`src/rtl/alu_sched_pkg.sv`:
```
// Shared types for the ALU scheduler: op encodings, FSM states and the
// function that packs raw ALU outputs into a result/carry pair.
package alu_sched_pkg;

    typedef enum logic [1:0] {
        OP_ADD = 2'b00,
        OP_SUB = 2'b01,
        OP_CMP = 2'b10,
        OP_AND = 2'b11
    } op_e;

    typedef enum logic [1:0] {
        IDLE,
        ISSUE,
        CAPTURE,
        RESP
    } state_e;

    typedef struct packed {
        logic       carry;
        logic [3:0] result;
    } alu_out_t;

    function automatic alu_out_t pack_result(
        input op_e        op,
        input logic [3:0] sas,
        input logic       cas,
        input logic       aeqb,
        input logic       a_greater_b,
        input logic       b_greater_a,
        input logic [3:0] a_and_b
    );
        alu_out_t r;
        r = '0;
        case (op)
            OP_ADD, OP_SUB: begin
                r.result = sas;
                r.carry  = cas;
            end
            OP_CMP: r.result = {1'b0, b_greater_a, aeqb, a_greater_b};
            OP_AND: r.result = a_and_b;
            default: r = '0;
        endcase
        return r;
    endfunction

endpackage

```
`src/rtl/alu_verilog.sv`:
```
// Shared 4-bit combinational ALU: add/sub on SAS/CAS plus compare and AND
// outputs that are always available regardless of the select lines.
module alu_verilog (
    input  logic       s1,
    input  logic       s0,
    input  logic [3:0] a,
    input  logic [3:0] b,
    output logic [3:0] sas,
    output logic       cas,
    output logic       aeqb,
    output logic       a_greater_b,
    output logic       b_greater_a,
    output logic [3:0] a_and_b
);

    logic [4:0] sum;

    // Subtract as A + ~B + 1 so the carry out reads as "no borrow" (A >= B).
    always_comb begin
        sum = '0;
        if (s0 && !s1) sum = {1'b0, a} + {1'b0, ~b} + 5'd1;
        else           sum = {1'b0, a} + {1'b0, b};
    end

    assign sas         = sum[3:0];
    assign cas         = sum[4];
    assign aeqb        = (a == b);
    assign a_greater_b = (a > b);
    assign b_greater_a = (b > a);
    assign a_and_b     = a & b;

endmodule

```
`src/rtl/rr_arbiter.sv`:
```
// Round-robin arbiter: search starts one past the last grant and wraps;
// the pointer moves to the winner whenever the advance strobe is high.
module rr_arbiter #(
    parameter int unsigned N_REQ = 2,
    localparam int unsigned IDX_W = $clog2(N_REQ)
) (
    input  logic             clk,
    input  logic             rst_n,
    input  logic [N_REQ-1:0] req,
    input  logic             advance,
    output logic [N_REQ-1:0] grant,
    output logic [IDX_W-1:0] grant_idx
);

    logic [IDX_W-1:0] ptr_q;
    logic             found;
    int unsigned      idx;

    always_comb begin
        grant     = '0;
        grant_idx = '0;
        found     = 1'b0;
        idx       = 0;
        for (int unsigned k = 1; k <= N_REQ; k++) begin
            idx = (32'(ptr_q) + k) % N_REQ;
            if (!found && req[IDX_W'(idx)]) begin
                found                 = 1'b1;
                grant[IDX_W'(idx)]    = 1'b1;
                grant_idx             = IDX_W'(idx);
            end
        end
    end

    always_ff @(posedge clk) begin
        if (!rst_n)       ptr_q <= IDX_W'(N_REQ - 1);
        else if (advance) ptr_q <= grant_idx;
    end

endmodule

```
`src/rtl/alu_scheduler.sv`:
```
// Front end for the shared ALU: round-robin accepts one request at a time,
// registers operands into the ALU, captures the packed result and returns it.
module alu_scheduler
    import alu_sched_pkg::*;
#(
    parameter int unsigned N_REQ  = 2,
    parameter int unsigned DATA_W = 4,
    localparam int unsigned IDX_W = $clog2(N_REQ)
) (
    input  logic                    clk,
    input  logic                    rst_n,
    input  logic [N_REQ-1:0]        req_valid,
    output logic [N_REQ-1:0]        req_ready,
    input  logic [2*N_REQ-1:0]      req_op,
    input  logic [DATA_W*N_REQ-1:0] req_a,
    input  logic [DATA_W*N_REQ-1:0] req_b,
    output logic                    rsp_valid,
    input  logic                    rsp_ready,
    output logic [IDX_W-1:0]        rsp_id,
    output logic [DATA_W-1:0]       rsp_result,
    output logic                    rsp_carry,
    output logic                    busy
);

    state_e              state_q, state_d;
    op_e                 op_q;
    logic [DATA_W-1:0]   a_q, b_q, result_q;
    logic [IDX_W-1:0]    id_q;
    logic                carry_q;

    logic [N_REQ-1:0]    grant;
    logic [IDX_W-1:0]    grant_idx;
    logic                accept;
    logic [1:0]          sel_op;
    logic [DATA_W-1:0]   sel_a, sel_b;

    logic [3:0]          sas, a_and_b;
    logic                cas, aeqb, a_gt_b, b_gt_a;
    alu_out_t            packed_out;

    assign accept = (state_q == IDLE) && rst_n && (|req_valid);

    rr_arbiter #(.N_REQ(N_REQ)) u_arb (
        .clk       (clk),
        .rst_n     (rst_n),
        .req       (req_valid),
        .advance   (accept),
        .grant     (grant),
        .grant_idx (grant_idx)
    );

    always_comb begin
        sel_op = '0;
        sel_a  = '0;
        sel_b  = '0;
        for (int unsigned i = 0; i < N_REQ; i++) begin
            if (grant[i]) begin
                sel_op = req_op[2*i +: 2];
                sel_a  = req_a[DATA_W*i +: DATA_W];
                sel_b  = req_b[DATA_W*i +: DATA_W];
            end
        end
    end

    alu_verilog u_alu (
        .s1          (op_q[1]),
        .s0          (op_q[0]),
        .a           (a_q),
        .b           (b_q),
        .sas         (sas),
        .cas         (cas),
        .aeqb        (aeqb),
        .a_greater_b (a_gt_b),
        .b_greater_a (b_gt_a),
        .a_and_b     (a_and_b)
    );

    assign packed_out = pack_result(op_q, sas, cas, aeqb, a_gt_b, b_gt_a, a_and_b);

    always_comb begin
        state_d = state_q;
        case (state_q)
            IDLE:    if (|req_valid) state_d = ISSUE;
            ISSUE:   state_d = CAPTURE;
            CAPTURE: state_d = RESP;
            RESP:    if (rsp_ready) state_d = IDLE;
            default: state_d = IDLE;
        endcase
    end

    always_ff @(posedge clk) begin
        if (!rst_n) state_q <= IDLE;
        else        state_q <= state_d;
    end

    always_ff @(posedge clk) begin
        if (!rst_n) begin
            op_q     <= OP_ADD;
            a_q      <= '0;
            b_q      <= '0;
            id_q     <= '0;
            result_q <= '0;
            carry_q  <= 1'b0;
        end else begin
            if (accept) begin
                op_q <= op_e'(sel_op);
                a_q  <= sel_a;
                b_q  <= sel_b;
                id_q <= grant_idx;
            end
            if (state_q == CAPTURE) begin
                result_q <= packed_out.result;
                carry_q  <= packed_out.carry;
            end
        end
    end

    assign req_ready  = accept ? grant : '0;
    assign rsp_valid  = (state_q == RESP);
    assign rsp_id     = id_q;
    assign rsp_result = result_q;
    assign rsp_carry  = carry_q;
    assign busy       = (state_q != IDLE);

endmodule

```
`config.mk`:
```
export PLATFORM = sky130hd
export DESIGN_NAME = alu_scheduler
export DESIGN_NICKNAME = d
export VERILOG_FILES = /design/src/rtl/alu_sched_pkg.sv /design/src/rtl/alu_verilog.sv /design/src/rtl/rr_arbiter.sv /design/src/rtl/alu_scheduler.sv
export SDC_FILE = /design/constraint.sdc
export NUM_CORES = 1
export LEC_CHECK = 0
export ABC_CLOCK_PERIOD_IN_PS = 1650
export CAP_MARGIN = 15
export CORE_AREA = 2 2 53 75
export CTS_CLUSTER_SIZE = 28
export DETAILED_ROUTE_END_ITERATION = 10
export DIE_AREA = 0 0 55 77
export GPL_ROUTABILITY_DRIVEN = 1
export SETUP_SLACK_MARGIN = 0.02
export SLEW_MARGIN = 20
export SYNTH_ARGS = -nofsm -noshare
export SYNTH_HDL_FRONTEND = slang
export SYNTH_SLANG_ARGS = --single-unit
```
`constraint.sdc`:
```
create_clock -name clk -period 1.65 [get_ports clk]
set_input_delay 0.165 -clock clk [delete_from_list [all_inputs] [get_ports clk]]
set_output_delay 0.165 -clock clk [all_outputs]
set_load 0.01 [all_outputs]
```
### Word-level counts from Yosys, hierarchy flattened

Index checks and enable logic that the tools add are counted.

| storage, ports and cells | value |
|---|---|
| flip-flop bits (word level) | 19 |
| latch bits | 0 |
| bits in writable memories | 0 |
| memory bits (read-only) | 0 |
| input port bits | 25 |
| memories | 0 |

| operators by class | value |
|---|---|
| add/subtract/negate cells | 5 |
| multiply operators | 0 |
| div/mod/pow operators | 0 |
| magnitude comparators | 6 |
| equal/unequal tests | 9 |
| shifts and indexed selects | 0 |
| multiplexer cells | 26 |
| bitwise gates (word level) | 3 |
| reductions and logical operators | 14 |

Operators with widths:

| operator | number |
|---|---|
| $mux W4 | 4 |
| $mux W2 | 7 |
| $pmux W4 S3 | 1 |
| $add A4 B4 Y5 | 2 |
| $mux W1 | 10 |
| $eq A2 B2 Y1 const B | 4 |
| $gt A4 B4 Y1 | 2 |
| $pmux W2 S4 | 1 |
| $logic_and A1 B1 Y1 | 6 |
| $add A5 B1 Y5 const B | 1 |
| $mux W5 | 1 |
| $and A4 B4 Y4 | 1 |
| $eq A2 B1 Y1 const B | 2 |
| $eq A4 B4 Y1 | 1 |
| $logic_not A2 Y1 | 2 |
| $lt A1 B2 Y1 const B | 2 |
| $ne A2 B1 Y1 const B | 2 |
| $not A4 Y4 | 1 |
| $reduce_or A2 Y1 | 2 |
| $add A1 B1 Y1 const B | 2 |
| $demux W1 S1 | 2 |
| $ge A1 B1 Y1 const B | 2 |
| $logic_not A1 Y1 | 2 |
| $or A2 B2 Y2 | 1 |
| other kinds (2) | 2 |

### Depth between registers and ports, before layout

| logic depth | value |
|---|---|
| depth after elaboration | 10 |
| gate-level depth with buffers | 8 |
| depth with buffers taken out | 8 |

### Hierarchy

Synthesis repeated with hierarchy kept, for this count alone.

| unflattened totals | value |
|---|---|
| cells, all modules | 152 |
| area, all modules | 1,357.6 µm² |

Modules (own cells, without submodules):

| module | instances | cells each | area an instance (µm²) | seq. area each (µm²) |
|---|---|---|---|---|
| alu_scheduler | 1 | 93 | 897.1 | 360.3 |
| alu_verilog | 1 | 51 | 391.6 | 0.0 |
| rr_arbiter | 1 | 8 | 68.8 | 20.0 |

### Worst setup path before layout

No wires, ideal clock.

| path | value |
|---|---|
| path type | reg2reg |
| start point | register a_q[0] |
| end point | register result_q[1] (netlist: rsp_result[1]) |
| library setup time | 0.070 ns |
| arrival time | 1.558 ns |
| slack | 0.023 ns |
| cell stages (with the launch flop) | 6 |
| buffers on the path | 0 |
| path through | dfxtp_1 > inv_1 > ha_1 > fa_1 > mux4_2 > a21oi_1 |

| on the way | value |
|---|---|
| word-level cells in the longest chain between the ends | 4 |

RTL lines:

| element | RTL line | source |
|---|---|---|
| start: declaration | alu_scheduler.sv:27 | `logic [DATA_W-1:0] a_q, b_q, result_q;` |
| start signal: assignment | alu_scheduler.sv:107 | `a_q <= sel_a;` |
| $add A4 B4 Y5 | alu_verilog.sv:21 | `if (s0 && !s1) sum = {1'b0, a} + {1'b0, ~b} + 5'd1;` |
| $add A5 B1 Y5 | alu_verilog.sv:21 |  |
| $mux W5 | alu_verilog.sv:21 |  |
| $pmux W4 S3 * | alu_sched_pkg.sv:35 | `case (op)` |
| end signal: assignment | alu_scheduler.sv:112 | `result_q <= packed_out.result;` |
| end: declaration | alu_scheduler.sv:27 |  |

Every way passes the cells marked *; elsewhere a longest branch is shown, timed or not.
A chain may end at the register's enable or synchronous reset.

### Worst setup path after layout

| path | value |
|---|---|
| start point | register b_q[0] |
| end point | register result_q[1] (netlist: rsp_result[1]) |

| on the way | value |
|---|---|
| word-level cells in the longest chain between the ends | 5 |

RTL lines:

| element | RTL line | source |
|---|---|---|
| start: declaration | alu_scheduler.sv:27 |  |
| start signal: assignment | alu_scheduler.sv:108 | `b_q <= sel_b;` |
| $not A4 Y4 | alu_verilog.sv:21 |  |
| $add A4 B4 Y5 | alu_verilog.sv:21 |  |
| $add A5 B1 Y5 | alu_verilog.sv:21 |  |
| $mux W5 | alu_verilog.sv:21 |  |
| $pmux W4 S3 * | alu_sched_pkg.sv:35 |  |

Marks and branches as above.

==> flow_metrics.py <==
metrics = {
    "outcome": {
        "status": "finished, violations left",
        "violations": "negative setup slack",
    },
    "detailed_routing": {
        "wl_per_cell_um": 14.75,
        "drt-initial-drc-count": 47,
        "drc": 0,
        "firstDrtPassIters": 5,
        "totalWireLength_um": 3392,
        "viasPerCell": 5.200,
        "ant_nets": 0,
        "dr_total_vias": 1196,
    },
    "cells_and_area": {
        "syn2layout_area_growth_pct": 55.36,
        "final_util_pct": 53.18,
        "antenna_cells": 0,
        "postLayoutCellArea_um2": 1903,
        "fill_cells": 363,
        "drive_gt1_share_pct": 34.04,
        "fin_cells": 230,
        "fin_nets": 228,
    },
    "clock_network": {
        "cts_root_buf": "clkbuf_8",
        "h-tree-depth": 1,
        "cts_buffers": 3,
        "max-clock-path-buffers": 2,
        "clk_pin_slew_worst_paths_ps": 70,
        "ctsHoldBuffers": 0,
        "insertion_delay_ps": 260,
        "clock-sinks": 19,
        "cts_tree": "built",
    },
    "timing": {
        "worst_pin_slew_ps": 358.5,
        "hold_viol": 0,
        "setup_slack_ps": -19.15,
        "fin_crit_sh_pct": 101.2,
        "fmax_mhz": 599.1,
        "fin_skew_ps": 3.933,
        "final-max-slew-violation-count": 0,
        "fin_crit_ps": 1669,
        "max_slew_margin_pct": 76.07,
        "whs_ps": 472.1,
        "setup_violations": 1,
        "rsz0062_at_grt": "yes",
    },
    "synth": {
        "synth-xor-area-share_pct": 2.145,
        "yosysMostFrequentCell": "dfxtp_1",
        "synth_area_leaders": "dfxtp_1 31%, ha_1 12%, a222oi_1 8.2%, nor2b_1 7.7%, inv_1 4.9%",
        "synth_edf_count": 0,
        "async_flop_share_pct": 0,
        "synth.area.mux_share_pct": 2.656,
        "synth_nets": 172,
        "ys_seq_elements": 19,
        "synth_commonest_cells": "19 x dfxtp_1, 16 x inv_1, 15 x nor2b_1",
        "yosysUniqueCellTypes": 31,
        "synth_top_family_by_area": "compound AO/OA/AOI/OAI gates",
        "yosys.area.top_type_share_pct": 31.05,
        "synth_fa_ha_area_share_pct": 15.53,
        "synth_top_area_cell": "dfxtp_1",
        "synth_compound_area_share_pct": 23.70,
        "synthSimpleGateAreaFrac_pct": 14.91,
        "yosysSeqAreaShare_pct": 31.05,
        "syn_avg_cell_area_um2": 9.210,
        "syn_inst": 133,
        "synth_top_flop_cell": "dfxtp_1",
        "syn_area_um2": 1225,
        "yosysWarnings": 0,
    },
    "flow_run": {
        "drv_cap": 0,
    },
    "global_routing": {
        "grt_pass1_wl_um": 5609,
        "grt-ovfl-total": 0,
        "grt_pass1_vias": 1252,
        "grt_max_degree": 13,
        "antenna_found_initial": 0,
        "track_usage_pct": 18.02,
    },
    "worst_setup_path": {
        "critPathKind": "reg -> reg",
        "path_max_fanout": 3,
        "startpoint": "b_q[0]",
        "arrival_ps": 1870,
        "worstPathRequired_ps": 1850,
        "r2r-start": "b_q[0]",
        "start_kind": "flop",
        "end_kind": "flop",
    },
    "power_and_ir_drop": {
        "power.density_nw_per_um2": 1164,
        "finalPower_w": 0.002214,
        "ir_drop_v": 0.0008079,
        "leakagePower_nw": 0.7743,
    },
    "placed_design": {
        "place_area_um2": 1720,
        "post-place-cells": 223,
        "port_buffers": 34,
        "gp_congestion": 1.021,
        "dpl.hpwl_um": 2572,
    },
    "hold_path": {
        "hold_class": "reg -> reg",
        "worstHoldStart": "rsp_result[0]",
    },
    "floorplan": {
        "start_util_pct": 34.23,
        "rows": 26,
        "die_area_um2": 4235,
        "fp.dieH_um": 77,
        "die_x_um": 55,
        "ioPinCount": 35,
        "core_um2": 3578,
    },
}
[through the flow]
stage | setup WS (ps) | TNS [ps]
after floorplan | 22.62 | 0
after global placement | -134.8 | -396.7
after detailed placement | -161.9 | -736.2
after CTS | -23.51 | -45.68
after global routing | -81.82 | -267.7
final | -19.15 | -19.15
[path summary, 6_finish.rpt]
kind,end,slack (ps),depth (start not counted)
worst max-delay path,rsp_result[1],-20,5
worst min-delay path,rsp_result[0],470,2
worst max register to register,rsp_result[1],-20,5
worst min register to register,rsp_result[0],470,2
[state kept, by name, indices dropped and copies added (netlist names)]
signal	cells
state_q	2
rsp_carry	1
b_q	4
rsp_result	4
a_q	4
op_q	2
u_arb.ptr_q	1
rsp_id	1
[cells by family (layout without fill, tap and decap cells)]
group / after synthesis / after routing
simple gates: 33 / 33
mux: 2 / 2
xor+xnor: 3 / 3
compound gates: 38 / 38
flops: 19 / 19
fa+ha+maj: 14 / 14
buf+inv: 24 / 79
[worst max-delay path: stages (launching register included)]
cell and delay [ps]:
dfxtp_4 370, ha_4 160, inv_4 50, fa_2 430, mux4_2 480, a21oi_2 120
[timing repair]
item                                    4_1_cts  5_1_grt
setup buffers                                 2        1
resized for setup                            21       23
pin swaps                                     7       13
endpoints found under the setup margin       14       17
[report_power, final]
group / switching (W) / internal, W / leakage [nW]
clock network: 0.000161 / 0.000168 / 0.0255
logic: 0.000578 / 0.000654 / 0.590
registers: 0.0000844 / 0.000568 / 0.158
[routing by layer]
layer  routed length (µm)  vias up  global-route usage, %
li1                     -      587                      -
met1                 1248      563                  21.17
met2                 1920       37                  31.31
met3                  135        9                  1.946
met4                   87        0                  7.561
met5                    0        -                      0
[area by class of cell]
type | instances | area [µm²] | share of cell area (%)
multi-input combinational | 90 | 823.3 | 43.26
timing repair buffer | 59 | 524.3 | 27.55
sequential | 19 | 394.1 | 20.71
inverter | 16 | 62.56 | 3.287
tap | 42 | 52.55 | 2.761
clock buffer | 3 | 41.29 | 2.170
clock inverter | 1 | 5.005 | 0.2630
[cell usage in the layout, fill, tap and decap left out, types with 4 or more instances in the layout]
cell             Yosys  final
clkdlybuf4s50_1      0     30
buf_4                2     25
nor2b_1             15     15
dfxtp_1             19     14
inv_1               16     10
a222oi_1            10     10
nand2_1              9      8
ha_1                12      7
inv_2                0      5
a21oi_2              1      5
o211ai_1             4      4
o21ai_0              5      4
ha_4                 0      4
Power figures use the tool's default switching activity.
